$ cat config.mk
export PLATFORM = sky130hd
export DESIGN_NAME = note_track_scroller
export DESIGN_NICKNAME = d
export VERILOG_FILES = /design/src/rtl/beatmap_pkg.sv /design/src/rtl/step_timer.sv /design/src/rtl/note_track_scroller.sv
export SDC_FILE = /design/constraint.sdc
export NUM_CORES = 1
export LEC_CHECK = 0
export CAP_MARGIN = 20
export CELL_PAD_IN_SITES_DETAIL_PLACEMENT = 0
export CELL_PAD_IN_SITES_GLOBAL_PLACEMENT = 1
export CORE_MARGIN = 1.5
export CORE_UTILIZATION = 39
export CTS_CLUSTER_DIAMETER = 80
export DETAILED_ROUTE_END_ITERATION = 6
export PLACE_DENSITY = 0.79
export RECOVER_POWER = 50
export SLEW_MARGIN = 20
export SYNTH_ARGS = -nofsm -noshare
export SYNTH_HDL_FRONTEND = slang
export SYNTH_SLANG_ARGS = --single-unit
$ cat constraint.sdc
create_clock -name clk -period 3.35 [get_ports clk]
set_input_delay 1.005 -clock clk [delete_from_list [all_inputs] [get_ports clk]]
set_output_delay 1.005 -clock clk [all_outputs]
set_load 0.02 [all_outputs]
$ cat src/rtl/beatmap_pkg.sv
// Shared definitions for the beatmap consumer: FSM encoding, word fields and
// small arithmetic helpers.
package beatmap_pkg;

    typedef enum logic [1:0] {
        ST_IDLE  = 2'd0,
        ST_RUN   = 2'd1,
        ST_DRAIN = 2'd2,
        ST_DONE  = 2'd3
    } state_t;

    localparam int WORD_W   = 8;
    localparam int END_BIT  = 7;
    localparam int LANE_LSB = 0;

    function automatic logic [3:0] popcount(input logic [WORD_W-1:0] v);
        logic [3:0] n;
        n = '0;
        for (int i = 0; i < WORD_W; i++) begin
            n = n + {3'b000, v[i]};
        end
        return n;
    endfunction

    // Clamps at max instead of wrapping.
    function automatic logic [31:0] sat_add(input logic [31:0] a,
                                            input logic [31:0] inc,
                                            input logic [31:0] max);
        logic [32:0] sum;
        sum = {1'b0, a} + {1'b0, inc};
        return (sum > {1'b0, max}) ? max : sum[31:0];
    endfunction

endpackage

$ cat src/rtl/step_timer.sv
// Free-running scroll-step counter with enable and synchronous clear; strobe
// marks the last cycle of each step.
module step_timer #(
    parameter int STEP_CYCLES = 50
) (
    input  logic clk,
    input  logic reset,
    input  logic en,
    input  logic clr,
    output logic strobe
);
    localparam int CW = $clog2(STEP_CYCLES);
    localparam logic [CW-1:0] LAST = CW'(STEP_CYCLES - 1);

    logic [CW-1:0] count_q, count_d;

    always_comb begin
        strobe  = en && (count_q == LAST);
        count_d = count_q;
        if (clr) begin
            count_d = '0;
        end else if (strobe) begin
            count_d = '0;
        end else if (en) begin
            count_d = count_q + 1'b1;
        end
    end

    always_ff @(posedge clk) begin
        if (reset) begin
            count_q <= '0;
        end else begin
            count_q <= count_d;
        end
    end

endmodule

$ cat src/rtl/note_track_scroller.sv
// Scrolls beatmap words down a lane track, judges key presses at the hit row
// and keeps saturating hit/miss totals; also serves rows to the VGA drawer.
module note_track_scroller
    import beatmap_pkg::*;
#(
    parameter int LANES       = 4,
    parameter int ROWS        = 16,
    parameter int STEP_CYCLES = 50,
    parameter int CNT_W       = 8
) (
    input  logic                      clk,
    input  logic                      reset,
    input  logic                      start,
    input  logic                      note_valid,
    input  logic [7:0]                note_data,
    output logic                      note_ready,
    input  logic [LANES-1:0]          key,
    input  logic [$clog2(ROWS)-1:0]   rd_row,
    output logic [LANES-1:0]          rd_lanes,
    output logic [LANES-1:0]          hit,
    output logic [LANES-1:0]          miss,
    output logic [CNT_W-1:0]          hit_count,
    output logic [CNT_W-1:0]          miss_count,
    output logic                      busy,
    output logic                      done
);
    localparam logic [31:0] CNT_MAX = 32'((64'd1 << CNT_W) - 64'd1);

    state_t            state_q, state_d;
    logic [LANES-1:0]  track_q [ROWS];
    logic [LANES-1:0]  track_d [ROWS];
    logic [LANES-1:0]  hold_q, hold_d;
    logic              hold_full_q, hold_full_d;
    logic [LANES-1:0]  hit_q, hit_d, miss_q, miss_d;
    logic [CNT_W-1:0]  hit_count_q, hit_count_d, miss_count_q, miss_count_d;
    logic [LANES-1:0]  rd_lanes_q, rd_lanes_d;

    logic              active, run_entry, strobe, accept, track_empty;
    logic [LANES-1:0]  hit_vec, miss_vec;

    step_timer #(.STEP_CYCLES(STEP_CYCLES)) u_step_timer (
        .clk    (clk),
        .reset  (reset),
        .en     (active),
        .clr    (run_entry),
        .strobe (strobe)
    );

    generate
        if (LANE_LSB + LANES < END_BIT) begin : g_unused
            logic unused_bits;
            assign unused_bits = ^note_data[END_BIT-1:LANE_LSB+LANES];
        end
    endgenerate

    always_comb begin
        active     = (state_q == ST_RUN) || (state_q == ST_DRAIN);
        run_entry  = start && ((state_q == ST_IDLE) || (state_q == ST_DONE));
        note_ready = (state_q == ST_RUN) && (!hold_full_q || strobe);
        accept     = note_valid && note_ready;

        // Hits are judged first so a key on the strobe cycle rescues the note.
        hit_vec  = active ? (key & track_q[ROWS-1]) : '0;
        miss_vec = (active && strobe) ? (track_q[ROWS-1] & ~hit_vec) : '0;

        track_empty = 1'b1;
        for (int r = 0; r < ROWS; r++) begin
            if (track_q[r] != '0) track_empty = 1'b0;
        end

        state_d      = state_q;
        track_d      = track_q;
        hold_d       = hold_q;
        hold_full_d  = hold_full_q;
        hit_count_d  = hit_count_q;
        miss_count_d = miss_count_q;
        hit_d        = hit_vec;
        miss_d       = miss_vec;

        if (run_entry) begin
            state_d      = ST_RUN;
            for (int r = 0; r < ROWS; r++) track_d[r] = '0;
            hold_d       = '0;
            hold_full_d  = 1'b0;
            hit_count_d  = '0;
            miss_count_d = '0;
        end else if (active) begin
            track_d[ROWS-1] = track_q[ROWS-1] & ~hit_vec;
            if (strobe) begin
                for (int r = ROWS - 1; r > 0; r--) track_d[r] = track_q[r-1];
                track_d[0]  = hold_full_q ? hold_q : '0;
                hold_full_d = 1'b0;
            end
            if (accept) begin
                if (note_data[END_BIT]) begin
                    state_d = ST_DRAIN;
                end else begin
                    hold_d      = note_data[LANE_LSB +: LANES];
                    hold_full_d = 1'b1;
                end
            end
            if ((state_q == ST_DRAIN) && track_empty) state_d = ST_DONE;
            hit_count_d  = CNT_W'(sat_add(32'(hit_count_q),
                                          32'(popcount(WORD_W'(hit_vec))), CNT_MAX));
            miss_count_d = CNT_W'(sat_add(32'(miss_count_q),
                                          32'(popcount(WORD_W'(miss_vec))), CNT_MAX));
        end

        rd_lanes_d = '0;
        if (int'(rd_row) < ROWS) rd_lanes_d = track_q[rd_row];
    end

    always_ff @(posedge clk) begin
        if (reset) begin
            state_q      <= ST_IDLE;
            for (int r = 0; r < ROWS; r++) track_q[r] <= '0;
            hold_q       <= '0;
            hold_full_q  <= 1'b0;
            hit_q        <= '0;
            miss_q       <= '0;
            hit_count_q  <= '0;
            miss_count_q <= '0;
            rd_lanes_q   <= '0;
        end else begin
            state_q      <= state_d;
            track_q      <= track_d;
            hold_q       <= hold_d;
            hold_full_q  <= hold_full_d;
            hit_q        <= hit_d;
            miss_q       <= miss_d;
            hit_count_q  <= hit_count_d;
            miss_count_q <= miss_count_d;
            rd_lanes_q   <= rd_lanes_d;
        end
    end

    assign rd_lanes   = rd_lanes_q;
    assign hit        = hit_q;
    assign miss       = miss_q;
    assign hit_count  = hit_count_q;
    assign miss_count = miss_count_q;
    assign busy       = (state_q == ST_RUN) || (state_q == ST_DRAIN);
    assign done       = (state_q == ST_DONE);

endmodule

==> results of run 1 <==
-- worst min-delay path, cell delays in order, from the launching register on --
cell and delay [ps]:
dfxtp_1 330, nand2_1 60, a21oi_1 50
-- timing repair --
item,CTS,global route
resized for setup,9,5
pin swaps,5,2
setup endpoints to repair,8,11
setup buffers,2,1
gates cloned,0,0
hold buffers,0,0
-- routing by layer --
layer	track usage, %	share of wire, %	routed length (um)	vias up
met5	0	0	0	-
li1	-	-	-	2016
met2	31.73	49	5802	77
met3	5.207	3.8	447	17
met1	24.38	45	5339	1939
met4	6.833	1.8	218	0
-- registers in the layout, indices dropped and copies added, names as in the netlist --
| register | cells |
|---|---|
| state_q | 2 |
| rd_lanes | 4 |
| miss_count | 8 |
| hold_full_q | 1 |
| miss | 4 |
| hit_count | 8 |
| u_step_timer.count_q | 6 |
| hold_q | 4 |
| hit | 4 |
| track_q | 64 |
-- layout make-up --
type / instances / share of cell area (%)
timing repair buffer: 73 / 11.13
clock inverter: 3 / 1.120
clock buffer: 13 / 4.134
sequential: 105 / 36.20
tap: 147 / 3.165
inverter: 12 / 0.7752
multi-input combinational: 399 / 43.48
-- Yosys cell counts (all sizes together) (9+ instances only) --
| cell | instances | share of area [%] |
|---|---|---|
| inv | 12 | 0.94 |
| nor2 | 25 | 2.0 |
| nand3 | 19 | 2.0 |
| mux2i | 9 | 1.9 |
| dfxtp | 105 | 44 |
| nand2 | 133 | 10 |
| a21oi | 85 | 8.9 |
| o21ai | 17 | 1.8 |
| clkbuf | 16 | 1.3 |
| mux4 | 16 | 7.6 |
| nor4 | 15 | 2.2 |
| buf | 17 | 2.3 |
-- report_power, final --
group | leakage (nW) | total [W] | internal (W) | switching, W
sequential | 0.846 | 0.00126 | 0.00125 | 0.00000805
clock | 0.148 | 0.00111 | 0.000655 | 0.000455
combinational | 1.06 | 0.000156 | 0.0000626 | 0.0000930
total | 2.05 | 0.00253 | 0.00197 | 0.000556
-- metrics by stage --
step                      setup WS (ps)  utilization (%)  power (W)  cells
final                             185.6            48.38   0.002528    752
after global routing              8.349            48.38   0.002625    752
after CTS                        0.6490            48.48   0.002559    751
after detailed placement         -465.6            45.65   0.001456    733
after global placement           -417.4            45.65   0.001453    733
after floorplan                   11.43                -   0.001383    549
-- logic make-up (layout without fill, tap and decap cells) --
kind of cell	count (synthesis)	count (layout)	share of synthesized area (%)
buffers and inverters	45	101	4.498
multiplexers	25	25	9.493
flip-flops	105	105	43.93
adder cells (fa/ha/maj)	13	13	4.341
AO/OA/AOI/OAI	122	122	13.81
XOR/XNOR	9	9	1.648
AND/OR/NAND/NOR	230	230	22.28
-- worst paths after layout --
check	slack, ps	to	start
worst max-delay path	190	note_ready	state_q[0]$_SDFFE_PP0P_
worst min-delay path	480	track_q[34]$_SDFFE_PP0P_	track_q[38]$_SDFFE_PP0P_
worst max register to register	190	miss_count[7]$_SDFFE_PP0P_	state_q[0]$_SDFFE_PP0P_
worst min register to register	480	track_q[34]$_SDFFE_PP0P_	track_q[38]$_SDFFE_PP0P_
==> results_dict.tcl, run 1 <==
set metrics [dict create \
    yosys_register_bits 105 \
    rows 40 \
    maxCapViolCount 0 \
    yosysSeqAreaShare_pct 43.93 \
    drtIter0Drc 343 \
    syn-num-nets 582 \
    worstSetupEndpointType "primary output" \
    worst_pin_slew_ps 1265 \
    antenna_left 0 \
    finalHoldViolations 0 \
    hp-class "flip-flop to flip-flop" \
    synth_edf_count 0 \
    critPathSlowestCell "dfxtp_2" \
    slew_violations 0 \
    cp.required_ps 2340 \
    status "finished, final reports clean" \
    h-tree-depth 3 \
    root_buffer "clkbuf_16" \
    critical_path_class "flip-flop to primary output" \
    maxSlewHeadroom_pct 15.67 \
    critPathBufInv 3 \
    drt_first_pass_iters 4 \
    critical_path.max_fanout 8 \
    ys_warn_count 0 \
    area_growth_pct 21.44 \
    dpl_cell_area_sq_um 5483 \
    n_fill_cell 1161 \
    final_nets 633 \
    gp_congestion 0.8146 \
    netlist_area_sq_um 4785 \
    clock_sinks 105 \
    crit_arrival_ps 2160 \
    final_cell_mix "nand2_1 (131), dfxtp_1 (104), a21oi_1 (85)" \
    die_w_um 113.8 \
    viasPerCell 5.384 \
    ys_async_sr_fraction_pct 0 \
    holdPathStages 2 \
    cts_made_buffers 9 \
    register_area_sq_um 2103 \
    antenna_found_initial 0 \
    setup-tns-final_ps 0 \
    finalInstanceArea_sq_um 5811 \
    avgSynthCellArea_sq_um 8.715 \
    cpLargestDelayFamily "buffers and inverters" \
    grt_pass1_wl_mm 19.58 \
    mostFrequentLayoutCell "nand2_1" \
    multiInputGateArea_sq_um 2526 \
    ir_drop_v 0.0002271 \
    drive_gt1_share_pct 11.74 \
    start_kind "flip-flop" \
    path_depth 7 \
    grt_pass1_vias 3949 \
    fin_worst_skew_ps 8.888 \
    start_util_pct 39.83 \
    p_leak_nw 2.052 \
    vias 4049 \
    whs_ps 478.6 \
    reg2reg_depth 14 \
    drt-wirelength-per-cell_um 15.70 \
    path_cells "inv_1 > ha_4 > nor4b_4 > buf_4 > a21bo_1 > and2_1 > dlygate4sd2_1" \
    clock_latency_ps 350 \
    synth_cells 549 \
    track_usage_pct 19.25 \
    synth_ff_type "dfxtp_1" \
    finalSetupViolations 0 \
    die_area_sq_um 12940 \
    numPortBuffers 47 \
    routed_wl_mm 11.81 \
    fin_crit_ps 3164 \
    finalCritPeriodShare_pct 94.46 \
    core_area_sq_um 12010 \
    route.detailed.drc 0 \
    insertedDiodeCount 0 \
    cts_tree "yes" \
    num_io_pins 51 \
    clk_pin_slew_ps 70 \
    critPathMaxStageDelay_ps 360 \
    dp_hpwl_mm 8.246 \
    grt_max_degree 65 \
    die_y_um 113.8 \
    rsz0062_at_grt "false" \
    fmax_ghz 0.3160 \
    p_per_area_nw_per_um2 435.1 \
    ys_types 51 \
    clockBufferDepth 2 \
    grt_overflow 0 \
]
Power figures use the tool's default switching activity.
==> run 2: changes to the inputs <==
--- a/config.mk
+++ b/config.mk
@@ -12,6 +12,7 @@
 export CORE_UTILIZATION = 39
 export CTS_CLUSTER_DIAMETER = 80
 export DETAILED_ROUTE_END_ITERATION = 6
+export GPL_TIMING_DRIVEN = 0
 export PLACE_DENSITY = 0.79
 export RECOVER_POWER = 50
 export SLEW_MARGIN = 20
==> results_dict.tcl, run 2 (synthesis results as in run 1) <==
set metrics [dict create \
    status "finished, final reports clean" \
    root_buffer "clkbuf_16" \
    finalHoldViolations 0 \
    fmax_ghz 0.3043 \
    grt_overflow 0 \
    grt_pass1_vias 3949 \
    worst_pin_slew_ps 926.3 \
    fin_cells 775 \
    holdBufCountCts 0 \
    power_frac_clock_pct 43.9 \
    p_total_w 0.002586 \
    maxCapViolCount 0 \
    h-tree-depth 3 \
    dp_cells 740 \
    antenna_found_initial 0 \
    fin_crit_ps 3286 \
    fin_worst_skew_ps 10.78 \
    worstSetupEndpointType "flip-flop" \
    postLayoutCoreUtil_pct 50.14 \
    register_area_sq_um 2105 \
    final_nets 657 \
    clk_pin_slew_ps 70 \
    p_seq_share_pct 48.8 \
    clock_latency_ps 350 \
    track_usage_pct 20.44 \
    dpl_cell_area_sq_um 5443 \
    die_area_sq_um 12940 \
    multiInputGateArea_sq_um 2550 \
    switching_share_pct 22.54 \
    start_kind "flip-flop" \
    drive_gt1_share_pct 14.65 \
    n_fill_cell 1145 \
    die_w_um 113.8 \
    dp_hpwl_mm 9.017 \
    drt_first_pass_iters 4 \
    cts_made_buffers 9 \
    p_comb_share_pct 7.2 \
    drt-wirelength-per-cell_um 16.40 \
    gp_congestion 0.8206 \
    critical_path.max_fanout 9 \
    internal-power_w 0.002003 \
    routed_wl_mm 12.71 \
    rsz0062_at_grt "true" \
    finalSetupViolations 0 \
    critical_path_class "flip-flop to flip-flop" \
    ir_drop_v 0.0003457 \
    cp.required_ps 3560 \
    top_register "track_q" \
    finalInstanceArea_sq_um 6022 \
    cts_tree "yes" \
    crit_arrival_ps 3500 \
    core_area_sq_um 12010 \
    num_io_pins 51 \
    rows 40 \
    clockBufferDepth 2 \
    largest_reg_flops 64 \
    insertedDiodeCount 0 \
    final_cell_mix "nand2_1 (130), dfxtp_1 (103), a21oi_1 (85)" \
    slew_violations 0 \
    grt_pass1_wl_mm 20.54 \
    finalCritPeriodShare_pct 98.09 \
    hp-class "flip-flop to flip-flop" \
    drtIter0Drc 380 \
    grt_max_degree 20 \
    vias 4188 \
    switchingPower_w 0.0005827 \
    mostFrequentLayoutCell "nand2_1" \
    viasPerCell 5.404 \
    route.detailed.drc 0 \
    p_leak_nw 2.132 \
    antenna_left 0 \
    p_per_area_nw_per_um2 429.4 \
    die_y_um 113.8 \
    area_growth_pct 25.86 \
    numPortBuffers 44 \
    setup-tns-final_ps 0 \
    maxSlewHeadroom_pct 38.25 \
    start_util_pct 39.83 \
    clock_sinks 105 \
]
[run 2: cell count changes in the layout (fill, tap and decap cells not counted), moves of 3 or more]
cell      before  now
nand3_1       18   15
clkbuf_1       7   17
nor2_2         3    0
buf_2          0    4
buf_6          0    5
inv_1         11    8
[run 2: power groups by stage]
stage / combinational (W) / sequential (W) / clock [W]
after global routing: 0.000201 / 0.00126 / 0.00121
final: 0.000187 / 0.00126 / 0.00114
after floorplan: 0.0000891 / 0.00129 / 0
after CTS: 0.000171 / 0.00126 / 0.00116
after detailed placement: 0.000159 / 0.00129 / 0
after global placement: 0.000158 / 0.00129 / 0
[run 2: per-stage QoR]
step,hold slack [ps],setup WS [ps]
after global placement,466.6,-506.2
after floorplan,453.9,11.43
after global routing,503.2,-50.98
after CTS,483.4,0.2949
after detailed placement,471.9,-509.9
final,481.3,63.95
[run 2: layer usage]
layer	global-route usage, %	share of wire (%)
met1	27.63	46
met2	32.57	48
met3	4.676	4.0
met4	6.583	2.3
met5	0	0
[run 2: critical path, stage by stage, from the launching register on]
cell and delay [ps]:
dfxtp_2 340, inv_2 40, ha_4 310, buf_8 130
inv_4 50, buf_8 130, nand3_4 100, inv_1 60
fa_1 490, inv_1 50, fa_1 390, inv_1 80
fa_1 220, nand4_1 130, buf_4 170, nor2_1 160
and4b_1 210, nor3_1 50
[run 2: worst paths after layout]
check                      startpoint                        end  slack, ps  depth (start not counted)
min reg2reg  track_q[58]$_SDFFE_PP0P_   track_q[54]$_SDFFE_PP0P_        480                          2
max           state_q[0]$_SDFFE_PP0P_  hit_count[6]$_SDFFE_PP0P_         60                         17
min          track_q[58]$_SDFFE_PP0P_   track_q[54]$_SDFFE_PP0P_        480                          2
max reg2reg   state_q[0]$_SDFFE_PP0P_  hit_count[6]$_SDFFE_PP0P_         60                         17
[run 2: area by class of cell]
cell class | count | share of cell area, %
well taps | 147 | 3.054
clock inverters | 5 | 1.330
flip-flops and latches | 105 | 34.95
plain buffers | 32 | 3.407
clock buffers | 10 | 3.968
repair buffers | 65 | 10.16
inverters | 12 | 0.7895
multi-input cells | 399 | 42.34
[run 2: repair_timing]
| item | 4_1_cts | 5_1_grt |
|---|---|---|
| pin swaps | 8 | 7 |
| cloned | 0 | 1 |
| setup endpoints to repair | 18 | 14 |
| resized for setup | 18 | 21 |
| buffers inserted | 7 | 13 |
==> run 3: changes to the inputs <==
--- a/config.mk
+++ b/config.mk
@@ -8,12 +8,12 @@
 export CAP_MARGIN = 20
 export CELL_PAD_IN_SITES_DETAIL_PLACEMENT = 0
 export CELL_PAD_IN_SITES_GLOBAL_PLACEMENT = 1
-export CORE_MARGIN = 1.5
-export CORE_UTILIZATION = 39
+export CORE_MARGIN = 2
+export CORE_UTILIZATION = 40
 export CTS_CLUSTER_DIAMETER = 80
 export DETAILED_ROUTE_END_ITERATION = 6
 export GPL_TIMING_DRIVEN = 0
-export PLACE_DENSITY = 0.79
+export PLACE_DENSITY = 0.78
 export RECOVER_POWER = 50
 export SLEW_MARGIN = 20
 export SYNTH_ARGS = -nofsm -noshare
==> constraint.sdc (replaced) <==
create_clock -name clk -period 4.11 [get_ports clk]
set_input_delay 1.233 -clock clk [delete_from_list [all_inputs] [get_ports clk]]
set_output_delay 1.233 -clock clk [all_outputs]
set_load 0.02 [all_outputs]
==> results_dict.tcl, run 3 (synthesis results as in run 1) <==
set metrics [dict create \
    status "finished, final reports clean" \
    p_per_area_nw_per_um2 372.7 \
    holdCritStartpoint "track_q[12]$_SDFFE_PP0P_" \
    gp_congestion 0.8584 \
    rsz0062_at_grt "true" \
    p_seq_share_pct 47.8 \
    core_area_sq_um 11560 \
    critical_path_class "flip-flop to primary output" \
    viasPerCell 5.424 \
    finalHoldViolations 0 \
    numPortBuffers 44 \
    place_ws_ps -128.2 \
    track_usage_pct 20.10 \
    largest_reg_flops 64 \
    dp_cells 736 \
    grt_overflow 0 \
    h-tree-depth 3 \
    hp-class "flip-flop to flip-flop" \
    die_y_um 113.4 \
    antenna_found_initial 0 \
    die_area_sq_um 12850 \
    drt-wirelength-per-cell_um 16.31 \
    grt_pass1_vias 3897 \
    p_comb_share_pct 6.0 \
    fin_crit_ps 3957 \
    start_util_pct 41.37 \
    antenna_left 0 \
    start_kind "flip-flop" \
    switching_share_pct 21.87 \
    finalSetupViolations 0 \
    root_buffer "clkbuf_16" \
    p_total_w 0.002154 \
    area_growth_pct 20.79 \
    clock_sinks 105 \
    startpoint "state_q[0]$_SDFFE_PP0P_" \
    power_frac_clock_pct 46.2 \
    top_register "track_q" \
    fin_worst_skew_ps 6.635 \
    maxCapViolCount 0 \
    finalCritPeriodShare_pct 96.29 \
    dp_hpwl_mm 9.049 \
    ir_drop_v 0.0002391 \
    internal-power_w 0.001683 \
    worst_pin_slew_ps 913.5 \
    final_nets 640 \
    drive_gt1_share_pct 8.987 \
    cts_tree "yes" \
    final_cell_mix "nand2_1 (133), dfxtp_1 (105), a21oi_1 (85)" \
    clock_latency_ps 360 \
    drtIter0Drc 323 \
    clk_pin_slew_ps 70 \
    maxSlewHeadroom_pct 39.10 \
    die_w_um 113.4 \
    critical_path.max_fanout 8 \
    insertedDiodeCount 0 \
    num_io_pins 51 \
    vias 4095 \
    fmax_ghz 0.2527 \
    cp.required_ps 2880 \
    crit_arrival_ps 2720 \
    cts_made_buffers 9 \
    fin_cells 755 \
    setup_slack_ps 152.6 \
    p_leak_nw 1.964 \
    routed_wl_mm 12.32 \
    holdBufCountCts 0 \
    worstReg2RegStart "state_q[0]$_SDFFE_PP0P_" \
    slew_violations 0 \
    mostFrequentLayoutCell "nand2_1" \
    grt_max_degree 17 \
    worstSetupEndpointType "primary output" \
    switchingPower_w 0.0004710 \
    clockBufferDepth 2 \
    rows 39 \
    grt_pass1_wl_mm 20.22 \
    route.detailed.drc 0 \
    drt_first_pass_iters 4 \
]
-- run 3: through the flow --
step / setup TNS (ps) / cell area [sq um] / hold WS [ps] / util [%]
after floorplan: 0 / 4785 / 453.9 / -
after global placement: -153.9 / 5404 / 467.9 / 46.73
after detailed placement: -166.7 / 5404 / 473.0 / 46.73
after CTS: 0 / 5761 / 484.2 / 49.81
after global routing: -3.234 / 5779 / 508.2 / 49.97
final: 0 / 5779 / 483.5 / 49.97
-- run 3: area by class of cell --
type / count / area, sq um
Timing Repair Buffer: 48 / 470.5
Clock buffer: 11 / 242.7
Tap cell: 143 / 178.9
Fill cell: 1107 / 5786
Sequential cell: 105 / 2102
Inverter: 12 / 48.80
Clock inverter: 5 / 102.6
Multi-Input combinational cell: 399 / 2467
Buffer: 32 / 166.4
-- run 3: layer usage --
layer	vias to the layer above	track usage (%)	routed length, um
li1	2030	-	-
met1	1981	27.33	5748
met2	72	32.22	5913
met3	12	4.995	472
met4	0	5.285	183
met5	-	0	0
-- run 3: path summary, 6_finish.rpt --
path / slack [ps] / end / depth (start not counted)
max: 150 / note_ready / 7
max reg2reg: 270 / miss_count[7]$_SDFFE_PP0P_ / 16
min: 480 / track_q[8]$_SDFFE_PP0P_ / 2
min reg2reg: 480 / track_q[8]$_SDFFE_PP0P_ / 2
-- run 3: timing repair --
item,4_1_cts,5_1_grt
resized for setup,0,1
buffers inserted,2,2
pin swaps,1,0
setup endpoints to repair,4,5
-- run 3: power by group through the flow --
| stage | sequential [W] | clock [W] | combinational (W) |
|---|---|---|---|
| after detailed placement | 0.00105 | 0 | 0.000127 |
| after CTS | 0.00103 | 0.00101 | 0.000127 |
| after global placement | 0.00105 | 0 | 0.000126 |
| after global routing | 0.00103 | 0.00105 | 0.000142 |
| final | 0.00103 | 0.000996 | 0.000129 |
| after floorplan | 0.00105 | 0 | 0.0000706 |
-- run 3: critical path, stage by stage (launching register included) --
cell,delay (ps)
dfxtp_1,380
inv_1,60
ha_1,430
nor4b_4,300
buf_4,190
a21bo_1,250
and2_1,160
clkdlybuf4s50_1,600
